$ cat src/rtl/if_prefetch_queue.sv
// if_prefetch_queue: instruction prefetch queue with req/ack fetch, redirect flush and NOP bubbles.
// Define IF_PFQ_STATS_EN to add saturating stat_flush / stat_empty counters.
module if_prefetch_queue #(
    parameter int                DATA_W    = 16,
    parameter int                ADDR_W    = 16,
    parameter int                DEPTH     = 4,
    parameter logic [ADDR_W-1:0] RESET_PC  = '0,
    parameter logic [DATA_W-1:0] NOP_INSTR = DATA_W'(16'h0800)
) (
    input  logic                     CLK,
    input  logic                     RST,
    output logic                     mem_req,
    output logic [ADDR_W-1:0]        mem_addr,
    input  logic                     mem_ack,
    input  logic [DATA_W-1:0]        mem_rdata,
    input  logic                     redirect,
    input  logic [ADDR_W-1:0]        redirect_pc,
    input  logic                     stall,
    output logic                     out_valid,
    output logic [DATA_W-1:0]        out_instr,
    output logic [ADDR_W-1:0]        out_pc,
    output logic [$clog2(DEPTH):0]   count
`ifdef IF_PFQ_STATS_EN
    ,
    output logic [15:0]              stat_flush,
    output logic [15:0]              stat_empty
`endif
);
    localparam int PW = $clog2(DEPTH);
    typedef enum logic [1:0] {IDLE, BUSY, DROP} state_t;
    state_t state, state_n;
    logic [ADDR_W-1:0] fetch_pc, fetch_pc_n, mem_addr_n;
    logic [ADDR_W-1:0] pc_q [DEPTH];
    logic [DATA_W-1:0] instr_q [DEPTH];
    logic [PW-1:0] rd_ptr, wr_ptr;
    logic [PW+1:0] occ;
    logic push, pop, issue;
    assign pop = out_valid && !stall && !redirect;
    assign push = state == BUSY && mem_ack && !redirect;
    assign occ = {1'b0, count} + {{(PW+1){1'b0}}, pop};
    // A redirect empties the queue, so it may start the refetch at once.
    assign issue = state == IDLE && (redirect || occ < (PW+2)'(DEPTH));
    assign out_valid = count != '0;
    assign out_instr = out_valid ? instr_q[rd_ptr] : NOP_INSTR;
    assign out_pc = out_valid ? pc_q[rd_ptr] + ADDR_W'(1) : '0;
    always_comb begin
        state_n = state;
        mem_addr_n = mem_addr;
        fetch_pc_n = redirect ? redirect_pc : push ? fetch_pc + ADDR_W'(1) : fetch_pc;
        case (state)
            IDLE: if (issue) begin
                state_n = BUSY;
                mem_addr_n = redirect ? redirect_pc : fetch_pc;
            end
            BUSY: state_n = mem_ack ? IDLE : redirect ? DROP : BUSY;
            default: state_n = mem_ack ? IDLE : DROP;
        endcase
    end
    always_ff @(posedge CLK or negedge RST) begin
        if (!RST) begin
            state <= IDLE;
            mem_req <= 1'b0;
            mem_addr <= RESET_PC;
            fetch_pc <= RESET_PC;
            rd_ptr <= '0;
            wr_ptr <= '0;
            count <= '0;
        end else begin
            state <= state_n;
            mem_req <= state_n != IDLE;
            mem_addr <= mem_addr_n;
            fetch_pc <= fetch_pc_n;
            if (redirect) begin
                rd_ptr <= '0;
                wr_ptr <= '0;
                count <= '0;
            end else begin
                if (push) wr_ptr <= wr_ptr + 1'b1;
                if (pop) rd_ptr <= rd_ptr + 1'b1;
                if (push != pop) count <= push ? count + 1'b1 : count - 1'b1;
            end
        end
    end
    always_ff @(posedge CLK) begin
        if (push) begin
            pc_q[wr_ptr] <= fetch_pc;
            instr_q[wr_ptr] <= mem_rdata;
        end
    end
`ifdef IF_PFQ_STATS_EN
    always_ff @(posedge CLK or negedge RST) begin
        if (!RST) begin
            stat_flush <= '0;
            stat_empty <= '0;
        end else begin
            if (redirect && stat_flush != 16'hFFFF) stat_flush <= stat_flush + 16'd1;
            if (!out_valid && !stall && stat_empty != 16'hFFFF) stat_empty <= stat_empty + 16'd1;
        end
    end
`endif
endmodule

$ cat config.mk
export PLATFORM = sky130hd
export DESIGN_NAME = if_prefetch_queue
export DESIGN_NICKNAME = d
export VERILOG_FILES = /design/src/rtl/if_prefetch_queue.sv
export SDC_FILE = /design/constraint.sdc
export NUM_CORES = 1
export LEC_CHECK = 0
export ABC_AREA = 1
export CAP_MARGIN = 40
export CORE_ASPECT_RATIO = 1.2
export CORE_UTILIZATION = 40
export DETAILED_ROUTE_END_ITERATION = 12
export PLACE_DENSITY_LB_ADDON = 0.15
export RECOVER_POWER = 25
export REMOVE_ABC_BUFFERS = 1
export SYNTH_ARGS = -nofsm -noshare
export SYNTH_HDL_FRONTEND = slang
export SYNTH_SLANG_ARGS = --single-unit
$ cat constraint.sdc
create_clock -name CLK -period 5.5 [get_ports CLK]
set_input_delay 1.1 -clock CLK [delete_from_list [all_inputs] [get_ports CLK]]
set_output_delay 1.1 -clock CLK [all_outputs]
set_load 0.005 [all_outputs]
Word-level counts from Yosys, hierarchy flattened
Memories as Yosys holds them, arrays and structs flattened.
Cells that the tools add are included.
{ "word_totals": {"mem_count": 2, "reg_bits": 42, "mem_bits_rw": 128, "inputBits": 37} }
{ "classes": {"n_eq_ne": 2, "reduce_logical": 15, "order_cmp": 1, "addsub": 7, "mux": 19} }
{ "memory_table": {"columns": ["name", "depth", "word_bits", "read_ports", "rd_ports_with_merged_regs", "wr", "line_no", "rtl"], "rows": [
  ["instr_q", 4, 16, 1, 0, 1, "34", "logic [DATA_W-1:0] instr_q [DEPTH];"],
  ["pc_q", 4, 16, 1, 0, 1, "33", "logic [ADDR_W-1:0] pc_q [DEPTH];"]
]} }
{ "op_table": {"columns": ["cell", "n"], "rows": [
  ["$mux W16", 5],
  ["$add A16 B1 Y16 const B", 2],
  ["$mux W2", 8],
  ["$mux W3", 3],
  ["$reduce_bool A2 Y1", 4],
  ["$logic_and A1 B1 Y1", 5],
  ["$add A2 B1 Y2 const B", 2],
  ["$add A3 B1 Y4", 1],
  ["$lt A4 B3 Y1 const B", 1],
  ["$pmux W2 S2", 1],
  ["$add A3 B1 Y3 const B", 1],
  ["$reduce_bool A3 Y1", 1],
  ["$sub A3 B1 Y3 const B", 1],
  ["$eq A2 B1 Y1 const B", 1],
  ["$logic_not A1 Y1", 2],
  ["$logic_not A2 Y1", 1],
  ["$mux W1", 2],
  ["$reduce_and A2 Y1", 1],
  ["$logic_or A1 B1 Y1", 1],
  ["$ne A1 B1 Y1", 1]
]} }

Depth between registers and ports, before layout
Gate-level depths: netlist (run 1).
{ "depth": {"depth_word": 10, "depth_mapped": 14} }

Worst setup path after synthesis (run 1)
OpenSTA, ideal clock, no wires.
{ "synth_timing": {"path_kind": "input port to flip-flop", "startpoint": "input redirect", "endpoint": "memory instr_q[0][0], enable pin", "stages": 5, "path_buffers": 2, "path_slack_ps": 1836, "setup_ps": 421, "t_arrival_ps": 3243, "path_cell_list": "clkbuf_1 -> clkbuf_1 -> nor2_1 -> inv_1 -> nor2_1"} }
{ "synth_via": {"elab_chain_cells": 4} }
{ "synth_rtl": {"columns": ["element", "line_no", "rtl"], "rows": [
  ["start, declared", "16", "input logic redirect,"],
  ["$logic_not A1 Y1", "39", "assign push = state == BUSY && mem_ack && !redirect;"],
  ["$logic_and A1 B1 Y1", "39", null],
  ["$mux W1", "85", "if (push) begin"],
  ["$mux W1 (implied by the code)", "87", "instr_q[wr_ptr] <= mem_rdata;"],
  ["end, declared", "34", null]
]} }
Every way passes these cells.

Worst setup path after layout (run 1)
{ "layout_timing": {"startpoint": "register rd_ptr[1]", "endpoint": "output out_pc[10]"} }
{ "layout_via": {"elab_chain_cells": 3} }
{ "layout_rtl": {"columns": ["element", "line_no", "rtl"], "rows": [
  ["start, declared", "35", "logic [PW-1:0] rd_ptr, wr_ptr;"],
  ["start signal, assigned", "79", "if (pop) rd_ptr <= rd_ptr + 1'b1;"],
  ["$mem_v2 Z4 W16", null, null],
  ["$add A16 B1 Y16", "45", "assign out_pc = out_valid ? pc_q[rd_ptr] + ADDR_W'(1) : '0;"],
  ["$mux W16", "45", null],
  ["end, declared", "21", "output logic [ADDR_W-1:0] out_pc,"]
]} }
Every way passes these cells.

==> results of run 1 <==
-- area by class of cell --
cell class | instances | area share (%)
inverters | 53 | 2.110
clock buffers | 20 | 4.631
flip-flops and latches | 170 | 51.92
clock inverters | 12 | 1.314
multi-input cells | 529 | 25.64
well taps | 256 | 3.397
repair buffers | 101 | 10.99
-- sequential cells by signal, summed over array words and instances (netlist names) --
signal	cells
instr_q	64
count	3
mem_addr	16
pc_q	64
mem_req	1
rd_ptr	2
fetch_pc	16
wr_ptr	2
state	2
-- per-layer routing --
layer	global-route usage [%]	share of wire (%)
met5	0	0
met4	7.059	1.8
met3	3.340	4.1
met2	31.99	49
met1	23.70	45
-- per-stage QoR --
stage	cell area [um^2]	power (uW)	setup slack (ps)	util, %	instances
floorplan	7475	2536	1319	-	752
global placement	8771	3401	1406	46.69	1104
detailed placement	8886	3441	1356	47.30	1109
CTS	9447	4585	911.2	50.28	1141
global route	9429	4841	616.7	50.19	1141
finish	9429	4534	978.0	50.19	1141
-- cell usage after synthesis, types with 2 or more instances --
master	instances	area (um^2)
buf_2	10	50.05
nor3_1	7	35.03
o211ai_1	2	15.01
edfxtp_1	128	3844
or2_2	2	12.51
inv_2	2	7.510
inv_1	50	187.7
ha_1	6	75.07
nor4_1	2	12.51
nand4_1	2	12.51
nand3_1	44	220.2
a21oi_1	27	135.1
buf_4	3	22.52
nor2_1	121	454.2
nand2_2	3	18.77
a21boi_0	2	15.01
buf_6	4	45.04
o21ai_0	81	405.4
nor2_4	2	22.52
dfrtp_1	42	1051
clkbuf_1	15	56.30
a31oi_1	4	25.02
nand2_1	207	777.0
nor2_2	4	25.02
o31ai_1	2	15.01
-- critical path, stage by stage (launching register included) --
cell and delay [ps]:
dfrtp_1 350, buf_4 270, inv_2 620, nand3_1 170, nand2_2 120, ha_1 180, inv_1 50, nor2_1 140
nand2_1 140, nor2_4 190, nand2_1 70, nand2_1 60, nand2_1 50, nor2_1 80, clkdlybuf4s50_1 510
-- kinds of logic (layout without fill, tap and decap cells) --
kind of cell	count (synthesis)	in the layout
xor gates and xnor gates	2	2
adders and majority gates	7	7
buffers and inverters	86	186
AOI/OAI and AO/OA	123	123
DFF	170	170
muxes	1	1
and+or+nand+nor	396	396
-- cell usage in the layout (no fill, tap or decap), types with 4 or more instances in the layout --
master and count:
nor3_1 7, a21oi_1 27, edfxtp_1 128, a31oi_1 4
o21ai_0 81, clkdlybuf4s50_1 88, dfrtp_1 41, clkbuf_16 17
nor2_4 6, nor2_2 4, clkbuf_1 5, buf_4 7
nand2_1 207, ha_1 6, inv_1 50, nand3_1 44
nor2_1 117
-- final timing paths --
check                                      endpoint  slack [ps]  depth (start not counted)
min reg2reg                 mem_addr[7]$_DFFE_PN0P_         480                          2
min                         mem_addr[7]$_DFFE_PN0P_         480                          2
min in group asynchronous  mem_addr[14]$_DFFE_PN0P_         830                          1
max reg2reg                 instr_q[0][9]$_DFFE_PP_        3080                          6
max                                      out_pc[10]         980                         14
max in group asynchronous     rd_ptr[0]$_DFFE_PN0P_        2850                          2
-- where the power goes --
| group | leakage, uW | total [uW] | internal, uW | switching [uW] |
|---|---|---|---|---|
| Sequential | 0.00168 | 1720 | 1580 | 135 |
| Combinational | 0.00168 | 1680 | 740 | 941 |
| Clock | 0.000269 | 1140 | 665 | 472 |
==> flow_summary_export.csv, run 1 <==
group,metric,value,unit
outcome,status,"complete, no violations",
global_route,grtUsageTotal,18.78,%
yosys,syn_avg_cell_area,9.748,um^2
yosys,synth_seq_cells,170,
die,dieArea,19690,um^2
power,p_per_area,480.9,nW/um^2
die,ios,90,
yosys,synthAdderAreaFrac,1.243,%
yosys,synth_async_sr_flop_share,24.71,%
route,vias,5604,
clock_network,clk_path_buf_depth,2,
timing,drv_slew,0,
worst_setup_path,startpoint,"rd_ptr[1]$_DFFE_PN0P_",
cells_and_area,fin_nets,916,
die,dieHeight,153.5,um
die,core-area,18790,um^2
clock_network,numCtsBuffers,17,
global_route,grt_pass1_wl,28310,um
route,drtAntennaViolNets,0,
clock_network,cts_tree,"yes",
yosys,ys_seq_area_share,63.96,%
timing,timing.slew.headroom,13.27,%
timing,fmaxAchievable,221.1,MHz
timing,whs,479.0,ps
timing,hold_viol_final,0,
worst_setup_path,cp_data_arrival_time,3420,ps
yosys,yosys_warnings,0,
cells_and_area,area_growth,23.22,%
clock_network,cts_setup_buffers,0,
placement,place_congestion,0.8009,
global_route,antenna_found_initial,0,
route,drt_first_pass_iters,5,
die,initial_core_util,40.73,%
flow_run,drv_cap,0,
global_route,grt_max_degree,67,
worst_setup_path,timing.rr.start,"state[1]$_DFF_PN0_",
worst_setup_path,cp.required,4400,ps
worst_setup_path,cp_max_fo,38,
route,routed_wirelength,17510,um
route,drt-initial-drc-count,277,
cells_and_area,drive_gt1_share,6.554,%
clock_network,cts_hold_buf,0,
clock_network,clk_pin_slew,60,ps
power,power.leakage,0.003631,uW
timing,fin_crit_sh,82.22,%
cells_and_area,multi_input_area,2417,um^2
route,drc_errors,0,
cells_and_area,seqCellArea,4896,um^2
worst_setup_path,end_kind,"output port",
power,ir_drop,0.2329,mV
yosys,synth.area.mux_share,0.1308,%
global_route,grt_pass1_vias,5510,
yosys,yosys_most_used_dff,"edfxtp_1",
yosys,synth_compound_area_share,8.470,%
timing,setup_tns,0,ps
yosys,synth_top_family_by_area,"simple AND/OR/NAND/NOR gates",
worst_setup_path,start_kind,"flip-flop",
timing,fin_skew,10.95,ps
min_path,hold_path.class,"flip-flop to flip-flop",
placement,port_buffers,89,
clock_network,cts_max_level,4,
timing,finalCriticalPeriod,4522,ps
die,num_rows,55,
timing,tightestPinTransition,1301,ps
yosys,synthXorXnorAreaFrac,0.2289,%
cells_and_area,fillers,1691,
yosys,yosys.area_share.simple,21.04,%
worst_setup_path,crit_type,"flip-flop to output port",
global_route,grt-ovfl-total,0,
placement,place_hpwl,11510,um
timing,setup_viol,0,
yosys,ys_types,38,
yosys,synth_edf_count,128,
cells_and_area,antennaDiodeCount,0,
min_path,hp-start,"mem_addr[7]$_DFFE_PN0P_",
yosys,netlist_area,7652,um^2
timing,rsz0062_at_grt,"false",
die,fp.dieW,128.3,um
yosys,postSynthCellCount,785,
route,viasPerCell,4.911,
clock_network,cts_resized,0,
clock_network,cts.sinks,170,
clock_network,clk-insertion-delay-late,420,ps
route,routedWlPerCell,15.35,um
clock_network,cts-root-buf,"clkbuf_16",
Note: power is estimated with default switching activity, not from simulation.
==> run 2, diff against run 1 <==
- clock period: 5.5 -> 3.9 ns (I/O delays scaled with it)
==> run 2 against run 1 <==
Compared with the run above:
- clock power up 46%
- critical path depth down 1
- via count up 2.1%
- largest cell class unchanged
- non-clock buffer count up 7
- sequential cell count unchanged
- highest routed layer unchanged
- die area unchanged
==> flow_summary_export.csv, run 2 (synthesis gave the netlist of run 1 again) <==
group,metric,value,unit
clock_network,cts_hold_buf,0,
min_path,hold_path.class,"flip-flop to flip-flop",
cells_and_area,layout_commonest_cell,"nand2_1",
timing,tightestPinTransition,1226,ps
timing,fmaxAchievable,272.5,MHz
route,viasPerCell,4.985,
cells_and_area,antennaDiodeCount,0,
power,internal_power,4253,uW
route,routedWlPerCell,15.32,um
route,drt_first_pass_iters,5,
clock_network,numCtsBuffers,17,
clock_network,cts_resized,1,
power,power.leakage,0.003663,uW
global_route,grt_pass1_vias,5722,
timing,drv_slew,0,
cells_and_area,drive_gt1_share,7.960,%
worst_setup_path,end_kind,"output port",
placement,port_buffers,89,
die,initial_core_util,40.73,%
route,routed_wirelength,17580,um
worst_setup_path,start_kind,"flip-flop",
global_route,grtUsageTotal,19.05,%
clock_network,cts-root-buf,"clkbuf_16",
die,ios,90,
route,vias,5723,
die,num_rows,55,
die,core-area,18790,um^2
worst_setup_path,reg2reg_setup_slack,2000,ps
worst_setup_path,cp.required,3120,ps
power,p_seq_share,37.3,%
placement,place_congestion,0.8055,
clock_network,clk_pin_slew,60,ps
clock_network,cts_max_level,4,
die,dieHeight,153.5,um
timing,hold_viol_final,0,
clock_network,clk_path_buf_depth,2,
route,drc_errors,0,
timing,timing.slew.headroom,18.26,%
timing,fin_skew,10.01,ps
clock_network,cts_tree,"yes",
worst_setup_path,crit_type,"flip-flop to output port",
clock_network,cts_setup_buffers,0,
power,netSwitchingFraction,34.65,%
global_route,grt_max_degree,37,
die,dieArea,19690,um^2
power,p_per_area,685.5,nW/um^2
clock_network,clk-insertion-delay-late,420,ps
route,drtAntennaViolNets,0,
flow_run,drv_cap,0,
worst_setup_path,cp_data_arrival_time,2890,ps
power,ir_drop,0.3579,mV
global_route,grt-ovfl-total,0,
power,total_power,6508,uW
timing,setup_viol,0,
timing,finalCriticalPeriod,3670,ps
power,switchingPower,2255,uW
timing,rsz0062_at_grt,"false",
clock_network,cts.sinks,170,
cells_and_area,layout_common_cells,"nand2_1, edfxtp_1, nor2_1",
global_route,grt_pass1_wl,28960,um
placement,place_hpwl,11830,um
die,fp.dieW,128.3,um
cells_and_area,area_growth,24.07,%
global_route,antenna_found_initial,0,
power,clock_power_share,25.7,%
timing,setup_tns,0,ps
power,pwr-share-comb,37.0,%
worst_setup_path,cp_max_fo,22,
cells_and_area,top_regs,"instr_q x64, pc_q x64",
cells_and_area,fin_nets,923,
outcome,status,"complete, no violations",
cells_and_area,fillers,1707,
timing,fin_crit_sh,94.09,%
route,drt-initial-drc-count,257,
run 2: per-layer routing:
layer  GRT usage (%)  wire length (um)
met5               0                 0
met4           5.938               295
met3           3.758               822
met2           32.02              8473
met1           24.71              7990
run 2: cell type report:
type,count,area (um^2),area share [%]
inverter,53,203.9,2.148
multi-input combinational,529,2424,25.53
clock inverter,15,165.2,1.740
timing repair buffer,108,1060,11.16
clock buffer,17,425.4,4.481
sequential,170,4896,51.57
tap,256,320.3,3.374
run 2: worst paths after layout:
| path | endpoint | cells past startpoint | from |
|---|---|---|---|
| setup / recovery | out_pc[10] | 13 | rd_ptr[1]$_DFFE_PN0P_ |
| hold / removal | mem_addr[6]$_DFFE_PN0P_ | 2 | mem_addr[6]$_DFFE_PN0P_ |
| setup reg to reg | instr_q[1][6]$_DFFE_PP_ | 6 | state[1]$_DFF_PN0_ |
| hold reg to reg | mem_addr[6]$_DFFE_PN0P_ | 2 | mem_addr[6]$_DFFE_PN0P_ |
| max in group asynchronous | rd_ptr[0]$_DFFE_PN0P_ | 2 | RST |
| min in group asynchronous | mem_addr[13]$_DFFE_PN0P_ | 1 | RST |
run 2: power by group through the flow:
| stage | Combinational (uW) | Clock [uW] | Sequential [uW] |
|---|---|---|---|
| after CTS | 2420 | 1700 | 2420 |
| after detailed placement | 2400 | 0 | 2460 |
| after global placement | 2380 | 0 | 2450 |
| after global routing | 2690 | 1780 | 2460 |
| after floorplan | 1110 | 0 | 2460 |
| final | 2410 | 1670 | 2430 |
run 2: worst max-delay path, stage by stage (launching register included):
cell,delay [ps]
dfrtp_1,380
buf_4,300
nand3_1,130
nand2_2,110
ha_1,180
inv_1,50
nor2_1,140
nand2_1,140
nor2_4,180
nand2_1,80
nand2_1,70
nand2_1,60
nor2_1,140
clkdlybuf4s50_1,520
run 2: metrics by stage:
step	hold slack, ps	setup slack (ps)	area, um^2	std cells	utilization, %
floorplan	472.5	39.20	7475	752	-
global placement	466.9	552.4	8879	1115	47.26
detailed placement	465.1	410.6	8906	1116	47.41
CTS	341.8	54.08	9500	1148	50.57
global route	531.2	5.482	9494	1148	50.54
finish	488.6	230.5	9494	1148	50.54
